<file path="config.mk">
export PLATFORM = sky130hd
export DESIGN_NAME = seq_scan_ctrl_flat
export DESIGN_NICKNAME = d
export VERILOG_FILES = /design/src/rtl/seq_scan_if.sv /design/src/rtl/seq_scan_ctrl.sv /design/src/flat_wrapper.sv
export SDC_FILE = /design/constraint.sdc
export NUM_CORES = 1
export LEC_CHECK = 0
export CAP_MARGIN = 30
export CORE_MARGIN = 2
export CORE_UTILIZATION = 51
export DETAILED_ROUTE_END_ITERATION = 7
export MAX_ROUTING_LAYER = met4
export PLACE_DENSITY_LB_ADDON = 0.2
export SKIP_LAST_GASP = 1
export SLEW_MARGIN = 20
export SYNTH_ARGS = -nofsm -noshare
export SYNTH_HDL_FRONTEND = slang
export SYNTH_SLANG_ARGS = --single-unit
export TNS_END_PERCENT = 30
</file>
<file path="constraint.sdc">
create_clock -name clk -period 2 [get_ports clk]
set_clock_uncertainty 0.05 [all_clocks]
set_input_delay 0.5 -clock clk [delete_from_list [all_inputs] [get_ports clk]]
set_output_delay 0.5 -clock clk [all_outputs]
set_load 0.02 [all_outputs]
</file>
<file path="src/rtl/seq_scan_if.sv">
// seq_scan_if: word-in / result-out handshake bundle for seq_scan_ctrl.
//   word_valid/word_ready/word_data   : producer hands one WIDTH-bit word
//   done_valid/done_ready             : consumer takes the scan results
//   match_count/first_pos/match_found : scan results, stable while done_valid
// master = producer/consumer side, slave = controller side.
interface seq_scan_if #(
    parameter int unsigned WIDTH = 8,
    parameter int unsigned CNT_W = 4
) ();

    logic             word_valid;
    logic             word_ready;
    logic [WIDTH-1:0] word_data;
    logic             done_valid;
    logic             done_ready;
    logic [CNT_W-1:0] match_count;
    logic [CNT_W-1:0] first_pos;
    logic             match_found;

    modport master (
        output word_valid, word_data, done_ready,
        input  word_ready, done_valid, match_count, first_pos, match_found
    );

    modport slave (
        input  word_valid, word_data, done_ready,
        output word_ready, done_valid, match_count, first_pos, match_found
    );

endinterface

</file>
<file path="src/rtl/seq_scan_ctrl.sv">
// seq_scan_ctrl: runs one WIDTH-bit word MSB-first through an external
// "1011" Moore detector and reports match count, first-match position
// and a found flag.
// Ports:
//   clk, rst     : clock, asynchronous active-high reset
//   bus          : seq_scan_if slave (word handshake in, results out)
//   det_clear_o  : detector reset, high for the single CLEAR cycle
//   det_bit_o    : detector serial input, 0 outside SHIFT
//   det_hit_i    : detector output, reflects the bit sent one cycle earlier
module seq_scan_ctrl #(
    parameter int unsigned WIDTH = 8,
    parameter int unsigned CNT_W = 4
) (
    input  logic       clk,
    input  logic       rst,
    seq_scan_if.slave  bus,
    output logic       det_clear_o,
    output logic       det_bit_o,
    input  logic       det_hit_i
);

    localparam int unsigned IDX_W = (WIDTH > 1) ? $clog2(WIDTH) : 1;
    localparam logic [CNT_W-1:0] CNT_MAX = '1;

    typedef enum logic [2:0] {
        S_IDLE,
        S_CLEAR,
        S_SHIFT,
        S_DRAIN,
        S_DONE
    } state_e;

    state_e           state_q, state_d;
    logic [WIDTH-1:0] shreg_q, shreg_d;
    logic [IDX_W-1:0] idx_q, idx_d;
    logic [CNT_W-1:0] count_q, count_d;
    logic [CNT_W-1:0] first_q, first_d;
    logic             found_q, found_d;
    logic             word_ready_q, word_ready_d;
    logic             det_clear_q, det_clear_d;
    logic             det_bit_q, det_bit_d;
    logic             done_valid_q, done_valid_d;
    logic             hit_c;
    logic [CNT_W-1:0] hit_pos_c;

    // State and registered outputs
    always_ff @(posedge clk or posedge rst) begin
        if (rst) begin
            state_q      <= S_IDLE;
            shreg_q      <= '0;
            idx_q        <= '0;
            count_q      <= '0;
            first_q      <= '0;
            found_q      <= 1'b0;
            word_ready_q <= 1'b1;
            det_clear_q  <= 1'b0;
            det_bit_q    <= 1'b0;
            done_valid_q <= 1'b0;
        end else begin
            state_q      <= state_d;
            shreg_q      <= shreg_d;
            idx_q        <= idx_d;
            count_q      <= count_d;
            first_q      <= first_d;
            found_q      <= found_d;
            word_ready_q <= word_ready_d;
            det_clear_q  <= det_clear_d;
            det_bit_q    <= det_bit_d;
            done_valid_q <= done_valid_d;
        end
    end

    // Next-state, datapath and next output values
    always_comb begin
        state_d      = state_q;
        shreg_d      = shreg_q;
        idx_d        = idx_q;
        count_d      = count_q;
        first_d      = first_q;
        found_d      = found_q;
        word_ready_d = 1'b0;
        det_clear_d  = 1'b0;
        det_bit_d    = 1'b0;
        done_valid_d = 1'b0;

        // det_hit lags det_bit by one cycle: the first SHIFT cycle still shows
        // the cleared detector, and DRAIN shows the result of the last bit.
        hit_c = det_hit_i &&
                (((state_q == S_SHIFT) && (idx_q != '0)) || (state_q == S_DRAIN));
        hit_pos_c = (state_q == S_DRAIN) ? CNT_W'(WIDTH - 1)
                                         : CNT_W'(idx_q - IDX_W'(1));

        case (state_q)
            S_IDLE: begin
                if (bus.word_valid) begin
                    shreg_d = bus.word_data;
                    count_d = '0;
                    first_d = '0;
                    found_d = 1'b0;
                    state_d = S_CLEAR;
                end
            end
            S_CLEAR: begin
                idx_d   = '0;
                state_d = S_SHIFT;
            end
            S_SHIFT: begin
                shreg_d = {shreg_q[WIDTH-2:0], 1'b0};
                idx_d   = idx_q + IDX_W'(1);
                if (idx_q == IDX_W'(WIDTH - 1)) begin
                    state_d = S_DRAIN;
                end
            end
            S_DRAIN: begin
                state_d = S_DONE;
            end
            S_DONE: begin
                if (bus.done_ready) begin
                    state_d = S_IDLE;
                end
            end
            default: begin
                state_d = S_IDLE;
            end
        endcase

        // Match bookkeeping; first_pos only latches the first hit, count saturates
        if (hit_c) begin
            if (!found_q) begin
                first_d = hit_pos_c;
            end
            found_d = 1'b1;
            if (count_q != CNT_MAX) begin
                count_d = count_q + CNT_W'(1);
            end
        end

        // Outputs are registered from the next state so they never glitch
        word_ready_d = (state_d == S_IDLE);
        det_clear_d  = (state_d == S_CLEAR);
        det_bit_d    = (state_d == S_SHIFT) && shreg_d[WIDTH-1];
        done_valid_d = (state_d == S_DONE);
    end

    assign bus.word_ready  = word_ready_q;
    assign bus.done_valid  = done_valid_q;
    assign bus.match_count = count_q;
    assign bus.first_pos   = first_q;
    assign bus.match_found = found_q;
    assign det_clear_o     = det_clear_q;
    assign det_bit_o       = det_bit_q;

endmodule
</file>
<file path="src/flat_wrapper.sv">
// flat-port wrapper written by rule: the top's interface ports become plain ports
module seq_scan_ctrl_flat 
#(
    parameter int unsigned WIDTH = 8,
    parameter int unsigned CNT_W = 4
)
  (clk, rst, det_clear_o, det_bit_o, det_hit_i, bus_word_valid, bus_word_data, bus_done_ready, bus_word_ready, bus_done_valid, bus_match_count, bus_first_pos, bus_match_found);
  seq_scan_if #(.WIDTH(WIDTH), .CNT_W(CNT_W)) bus_i ();
  input  logic clk;
  input  logic rst;
  output logic det_clear_o;
  output logic det_bit_o;
  input  logic det_hit_i;
  input wire logic [$bits(bus_i.word_valid)-1:0] bus_word_valid;
  input wire logic [$bits(bus_i.word_data)-1:0] bus_word_data;
  input wire logic [$bits(bus_i.done_ready)-1:0] bus_done_ready;
  output wire logic [$bits(bus_i.word_ready)-1:0] bus_word_ready;
  output wire logic [$bits(bus_i.done_valid)-1:0] bus_done_valid;
  output wire logic [$bits(bus_i.match_count)-1:0] bus_match_count;
  output wire logic [$bits(bus_i.first_pos)-1:0] bus_first_pos;
  output wire logic [$bits(bus_i.match_found)-1:0] bus_match_found;
  assign bus_i.word_valid = bus_word_valid;
  assign bus_i.word_data = bus_word_data;
  assign bus_i.done_ready = bus_done_ready;
  assign bus_word_ready = bus_i.word_ready;
  assign bus_done_valid = bus_i.done_valid;
  assign bus_match_count = bus_i.match_count;
  assign bus_first_pos = bus_i.first_pos;
  assign bus_match_found = bus_i.match_found;
  seq_scan_ctrl #(.WIDTH(WIDTH), .CNT_W(CNT_W)) u_core (.clk(clk), .rst(rst), .bus(bus_i), .det_clear_o(det_clear_o), .det_bit_o(det_bit_o), .det_hit_i(det_hit_i));
endmodule
</file>
==> results of run 1 <==
==> repair_timing <==
item	CTS	global route
endpoints found under the setup margin	1	3
setup buffers	0	0
gates resized for setup	1	1
==> registers in the layout (all words and copies together), names as in the netlist <==
register,cells
u_core.bus.done_valid,1
u_core.bus.first_pos,4
u_core.idx_q,3
u_core.state_q,3
u_core.bus.match_found,1
u_core.det_clear_o,1
u_core.det_bit_o,1
u_core.bus.match_count,4
u_core.bus.word_ready,1
u_core.shreg_q,8
==> cells by family (layout without fill, tap and decap cells) <==
logic type,Yosys count,after routing,synth area share [%]
buf+inv,13,50,5.99
flops,27,27,49.1
mux,4,4,3.00
simple gates,31,31,12.8
xor+xnor,1,1,0.636
compound gates,36,36,23.9
fa+ha+maj,5,5,4.54
==> area by class of cell <==
class / instances / area (um2) / share of cell area (%)
clock buffers: 3 / 22.5 / 1.27
inverters: 7 / 31.3 / 1.76
repair buffers: 39 / 382 / 21.5
flip-flops and latches: 27 / 677 / 38.2
multi-input cells: 77 / 618 / 34.9
well taps: 30 / 37.5 / 2.12
clock inverters: 1 / 5.00 / 0.282
==> power groups by stage <==
stage | clock (mW) | combinational, mW | sequential [mW]
after global placement | 0 | 1.42 | 0.933
after floorplan | 0 | 0.881 | 1.03
after CTS | 0.246 | 1.47 | 0.933
after global routing | 0.262 | 1.60 | 0.964
final | 0.233 | 1.45 | 0.932
after detailed placement | 0 | 1.47 | 0.947
==> stage by stage <==
stage	cell area [um2]	util, %	instances	hold WS, ns	setup slack [ns]
2_1_floorplan	1380	-	117	0.415	0.388
3_3_place_gp	1740	69.1	180	0.431	-0.158
3_5_place_dp	1740	69.1	180	0.440	-0.235
4_1_cts	1770	70.2	184	0.472	0.0288
5_1_grt	1770	70.3	184	0.501	-0.00295
6_report	1770	70.3	184	0.467	0.0273
==> per-layer routing <==
metal,track usage (%),part of all wire (%),up-vias
met5,-,0,-
met4,4.76,1.2,0
met3,2.09,3.5,4
met2,28.7,48,21
met1,23.6,48,506
li1,-,-,508
==> cell usage in the layout, fill, tap and decap left out, types with 2 or more instances in the layout <==
cell type and instances:
dfrtp_1 26, nand2_1 9, ha_1 5, a21o_1 8
a311oi_1 2, a31oi_1 6, a32oi_1 3, nor2_1 2
nor3_1 5, buf_12 2, a21oi_1 2, nor3b_1 2
clkbuf_4 3, mux2i_1 3, clkdlybuf4s50_1 23, or3b_2 2
buf_4 12, a22o_1 3, nand2b_1 2, inv_1 6
nand3b_1 3, a22o_4 6, o21a_1 2
==> path summary, 6_finish.rpt <==
kind	from	end	slack, ns	cells past startpoint
min in group asynchronous	rst	u_core.bus.match_count[0]$_DFF_PP0_	0.48	3
hold / removal	u_core.shreg_q[3]$_DFFE_PP0P_	u_core.shreg_q[3]$_DFFE_PP0P_	0.47	1
hold reg to reg	u_core.shreg_q[3]$_DFFE_PP0P_	u_core.shreg_q[3]$_DFFE_PP0P_	0.47	1
max in group asynchronous	rst	u_core.bus.word_ready$_DFF_PP1_	1.12	3
setup / recovery	u_core.bus.match_count[2]$_DFF_PP0_	bus_match_count[2]	0.03	1
setup reg to reg	u_core.idx_q[0]$_DFFE_PP0P_	u_core.bus.first_pos[3]$_DFF_PP0_	0.18	6
==> run metrics, run 1 <==
initial antenna violation count 0; Port-buffer cells 25; first-pass GRT wire length 4380 um; RSZ-0062 raised after global routing true; # DRC 0; Clock Latency Late Sink 0.31 ns; vias in the first global route 976; CTS root buf clkbuf_4; Int Power 1.61 mW; nets 173; critical path capture point type primary output; clk sinks 27; DR pass1 iterations 4; syn nets 135; sequential share of power 35.6%; #FFs+latches synth 27; Avg Inst Size Synth 11.8 um2; # rows 18; GRT Total Usage 17.7%; CTS tree built; Clk pwr share 8.9%; WL/cell 13.8 um; switching power total 1.01 mW; worst vdd ir 0.977 mV; CTS Hold Bufs 0; CTS Buf Count 3; post-synthesis cell area 1380 um2; P per Cell Area 1480 nW/um2; DR vias/cell 5.65; critical-path cell list clkdlybuf4s50_1; Final Critical Period 1.97 ns; largest net degree at the start of global routing 28; FFs w/ async S/R, synth 100%; total gr overflow 0; synth warn 0; Setup crit start kind flop; GPL Wtd Cong 0.738; number of synthesized flops with an enable pin 0; top-count cell post-synth dfrtp_1; Core ar. 2520 um2; Comb power frac 55.5%; Die Ht 56.0 um; htree depth 1; clock buffer depth 2; Seq/Total Area, Yosys 49.1%; final-layout fill cell count 198; drt total wl 2540 um; ANT cells 0; # Max-Cap Violations 0; Overall Power 2.62 mW; Min-Delay Path Class reg2reg; worst path bufs/invs 1; Die Width 56.0 um; Setup CP Type reg2out; CP delay by family, top buffers and inverters; Starting Density 54.6%; Tcrit/Tclk final 98.6%; Syn Inst Count 117; leading area contributor after synthesis dfrtp_1; status complete, no violations; slew margin rel. 69.8%; routed vias 1039; Antenna Nets Post-Route 0; Yosys top cell area share 47.2%; dominant cells by area after synthesis dfrtp_1, a22o_4, ha_1; f_max 507 MHz; Slowest-stage cell, CP clkdlybuf4s50_1; Total Die Area 3130 um2; switching part of the total power 38.5%; Synth cell types 36; share of layout cells above drive strength 1 19.5%; CP arrival 1.42 ns; final hold vios 0; ys flop type dfrtp_1; worst slew pin tran 0.449 ns; Total Neg Setup Slack 0 ns; CP Data Required Time 1.45 ns; area grow syn2layout 28.7%; CP max FO 6; # IOs 26; LEAKAGE 0.879 nW; Critical Path Max Stage Delay 0.64 ns; final slew viol count 0; hpwl dp 1970 um; top cells by count, synth dfrtp_1, nand2_1, a21o_1; initial DRC count 21; Final setup viols 0; clock-pin slew on the worst setup and hold paths 0.14 ns
Power figures use the tool's default switching activity.
==> run 2, diff against run 1 <==
--- a/config.mk
+++ b/config.mk
@@ -6,7 +6,6 @@
 export NUM_CORES = 1
 export LEC_CHECK = 0
 export CAP_MARGIN = 30
-export CORE_MARGIN = 2
 export CORE_UTILIZATION = 51
 export DETAILED_ROUTE_END_ITERATION = 7
 export MAX_ROUTING_LAYER = met4
==> run 2 against run 1 <==
  * Hold slack got worse by 0.0012 ns
  * Sequential share of layout area decreased by 0.13 points
  * Combinational power about the same
  * Setup slack better by 0.018 ns
  * Register-to-register slack gained 0.06 ns
  * Via count is the same
  * Fmax rose by 0.95%
  * Flip-flop and latch count unchanged
  * Non-clock buffer count rose by 1
==> run metrics, run 2 (synthesis gave the netlist of run 1 again) <==
DR vias/cell 5.62 (-0.54%); Port-buffer cells 25 (unchanged); CTS Hold Bufs 0 (unchanged); initial DRC count 27 (+29%); Finished Core Util 70.5% (+0.25 points); Setup CP Type reg2out; GPL Wtd Cong 0.784 (+6.2%); CTS Buf Count 3 (unchanged); Starting Density 54.6% (unchanged); CP Data Required Time 1.45 ns (about the same); Antenna Nets Post-Route 0 (unchanged); final-layout fill cell count 207 (+4.5%); # Post-CTS Setup Buffers 0 (unchanged); CTS tree built; f_max 512 MHz (+0.95%); routed length on met3 78 um (-11%); Total Neg Setup Slack 0 ns (unchanged); routed vias 1039 (unchanged); drt total wl 2530 um (-0.32%); ANT cells 0 (unchanged); Core ar. 2520 um2 (unchanged); DR top layer met4; share of layout cells above drive strength 1 19.4% (-0.13 points); Clock Latency Late Sink 0.31 ns (about the same); worst path bufs/invs 1 (unchanged); P per Cell Area 1480 nW/um2 (+0.25%); Min-Delay Path Class in2async; Critical Path Max Stage Delay 0.63 ns (about the same); Multi-input gate area 618 um2 (unchanged); # rows 18 (unchanged); CP delay by family, top buffers and inverters; vias in the first global route 1021 (+4.6%); Met2 Wirelength 1310 um (+7.8%); Total Die Area 2910 um2 (-7.0%); Final Cell Area 1780 um2 (+0.35%); clock buffer depth 2 (unchanged); CTS root buf clkbuf_4; WL/cell 13.7 um (-0.85%); GRT Total Usage 21.3% (+3.6 points); hpwl dp 1960 um (-0.48%); status complete, no violations; LEAKAGE 0.886 nW (+0.83%); total gr overflow 0 (unchanged); Die Width 54.0 um (-3.6%); largest net degree at the start of global routing 28 (unchanged); most common cell after layout, fill and taps aside dfrtp_1; initial antenna violation count 0 (unchanged); number of flip-flops in the largest register 8 (unchanged); Final Critical Period 1.95 ns (-0.0185 ns); Die Ht 54.0 um (-3.6%); placed instance area 1750 um2 (+0.43%); slew margin rel. 77.2% (+7.3 points); first-pass GRT wire length 4370 um (-0.16%); worst vdd ir 0.997 mV (+2.0%); nets 174 (+0.58%); worst slew pin tran 0.343 ns (-0.106 ns); final slew viol count 0 (unchanged); critical-path cell list clkdlybuf4s50_1; htree depth 1 (unchanged); CP arrival 1.40 ns (-0.02 ns); area grow syn2layout 29.2%; Final setup viols 0 (unchanged); # IOs 26 (unchanged); # Max-Cap Violations 0 (unchanged); Most flops, register u_core.shreg_q; Setup crit start kind flop; critical path capture point type primary output; Tcrit/Tclk final 97.7% (-0.92 points); post-cts sizing count 1 (unchanged); Slowest-stage cell, CP clkdlybuf4s50_1; wl on met1 1140 um (-5.9%); final hold vios 0 (unchanged); RSZ-0062 raised after global routing true; # DRC 0 (unchanged); clk sinks 27 (unchanged); R2R Setup Slk 0.24 ns (+0.06 ns); DR pass1 iterations 4 (unchanged); Reg area 677 um2 (unchanged); leading cell types in the layout, fill and taps excluded dfrtp_1, clkdlybuf4s50_1, buf_4, nand2_1, a21o_1; clock-pin slew on the worst setup and hold paths 0.14 ns (about the same); CP max FO 6 (unchanged)
==> run 2: changes by cell type in the layout (fill, tap and decap cells not counted) <==
cell | before | now
buf_4 | 12 | 13
clkbuf_1 | 0 | 1
clkinv_2 | 1 | 0
==> run 2: through the flow <==
step	total power [mW]	setup WS, ns	hold slack, ns	std cells
2_1_floorplan	1.91	0.388	0.415	117
3_3_place_gp	2.36	-0.147	0.431	181
3_5_place_dp	2.43	-0.183	0.443	181
4_1_cts	2.66	0.0309	0.474	185
5_1_grt	2.84	-0.0217	0.484	185
6_report	2.63	0.0457	0.466	185
==> run 2: worst reg2reg max path: cells and delay by family, from the launching register on <==
kind / cells / cell delay [ns]
AO/OA/AOI/OAI: 1 / 0.25
adder cells (fa/ha/maj): 1 / 0.21
buffers and inverters: 3 / 0.44
flip-flops: 1 / 0.43
multiplexers: 1 / 0.18
AND/OR/NAND/NOR: 1 / 0.14
==> run 2: area by class of cell <==
| class | count | area share [%] |
|---|---|---|
| flip-flops and latches | 27 | 38.0 |
| multi-input cells | 77 | 34.7 |
| repair buffers | 40 | 21.9 |
| well taps | 30 | 2.11 |
| inverters | 7 | 1.76 |
| clock buffers | 4 | 1.48 |
==> run 2: path summary, 6_finish.rpt <==
kind,endpoint,start,cells after the start
max in group asynchronous,u_core.bus.word_ready$_DFF_PP1_,rst,3
worst min register to register,u_core.shreg_q[4]$_DFFE_PP0P_,u_core.shreg_q[4]$_DFFE_PP0P_,1
min in group clk,u_core.shreg_q[4]$_DFFE_PP0P_,u_core.shreg_q[4]$_DFFE_PP0P_,1
worst max-delay path,bus_match_count[3],u_core.bus.match_count[3]$_DFF_PP0_,1
worst max register to register,u_core.bus.match_count[0]$_DFF_PP0_,u_core.idx_q[0]$_DFFE_PP0P_,7
worst min-delay path,u_core.bus.match_count[0]$_DFF_PP0_,rst,3
==> run 2: metal layers <==
layer	up-vias	global-route usage, %
met3	2	2.54
met2	17	37.4
li1	513	-
met1	507	25.2
met4	0	6.41
met5	-	-
==> run 2: where the power goes <==
group | internal (mW) | total (mW) | switching [mW]
clock network | 0.0778 | 0.227 | 0.149
logic | 0.769 | 1.47 | 0.702
registers | 0.774 | 0.934 | 0.159
total | 1.62 | 2.63 | 1.01
==> run 3, diff against run 2 <==
--- a/config.mk
+++ b/config.mk
@@ -11,7 +11,7 @@
 export MAX_ROUTING_LAYER = met4
 export PLACE_DENSITY_LB_ADDON = 0.2
 export SKIP_LAST_GASP = 1
-export SLEW_MARGIN = 20
+export SLEW_MARGIN = 0
 export SYNTH_ARGS = -nofsm -noshare
 export SYNTH_HDL_FRONTEND = slang
 export SYNTH_SLANG_ARGS = --single-unit
==> results of run 3 <==
Final layout, timing and power as in run 2 (identical DEF).
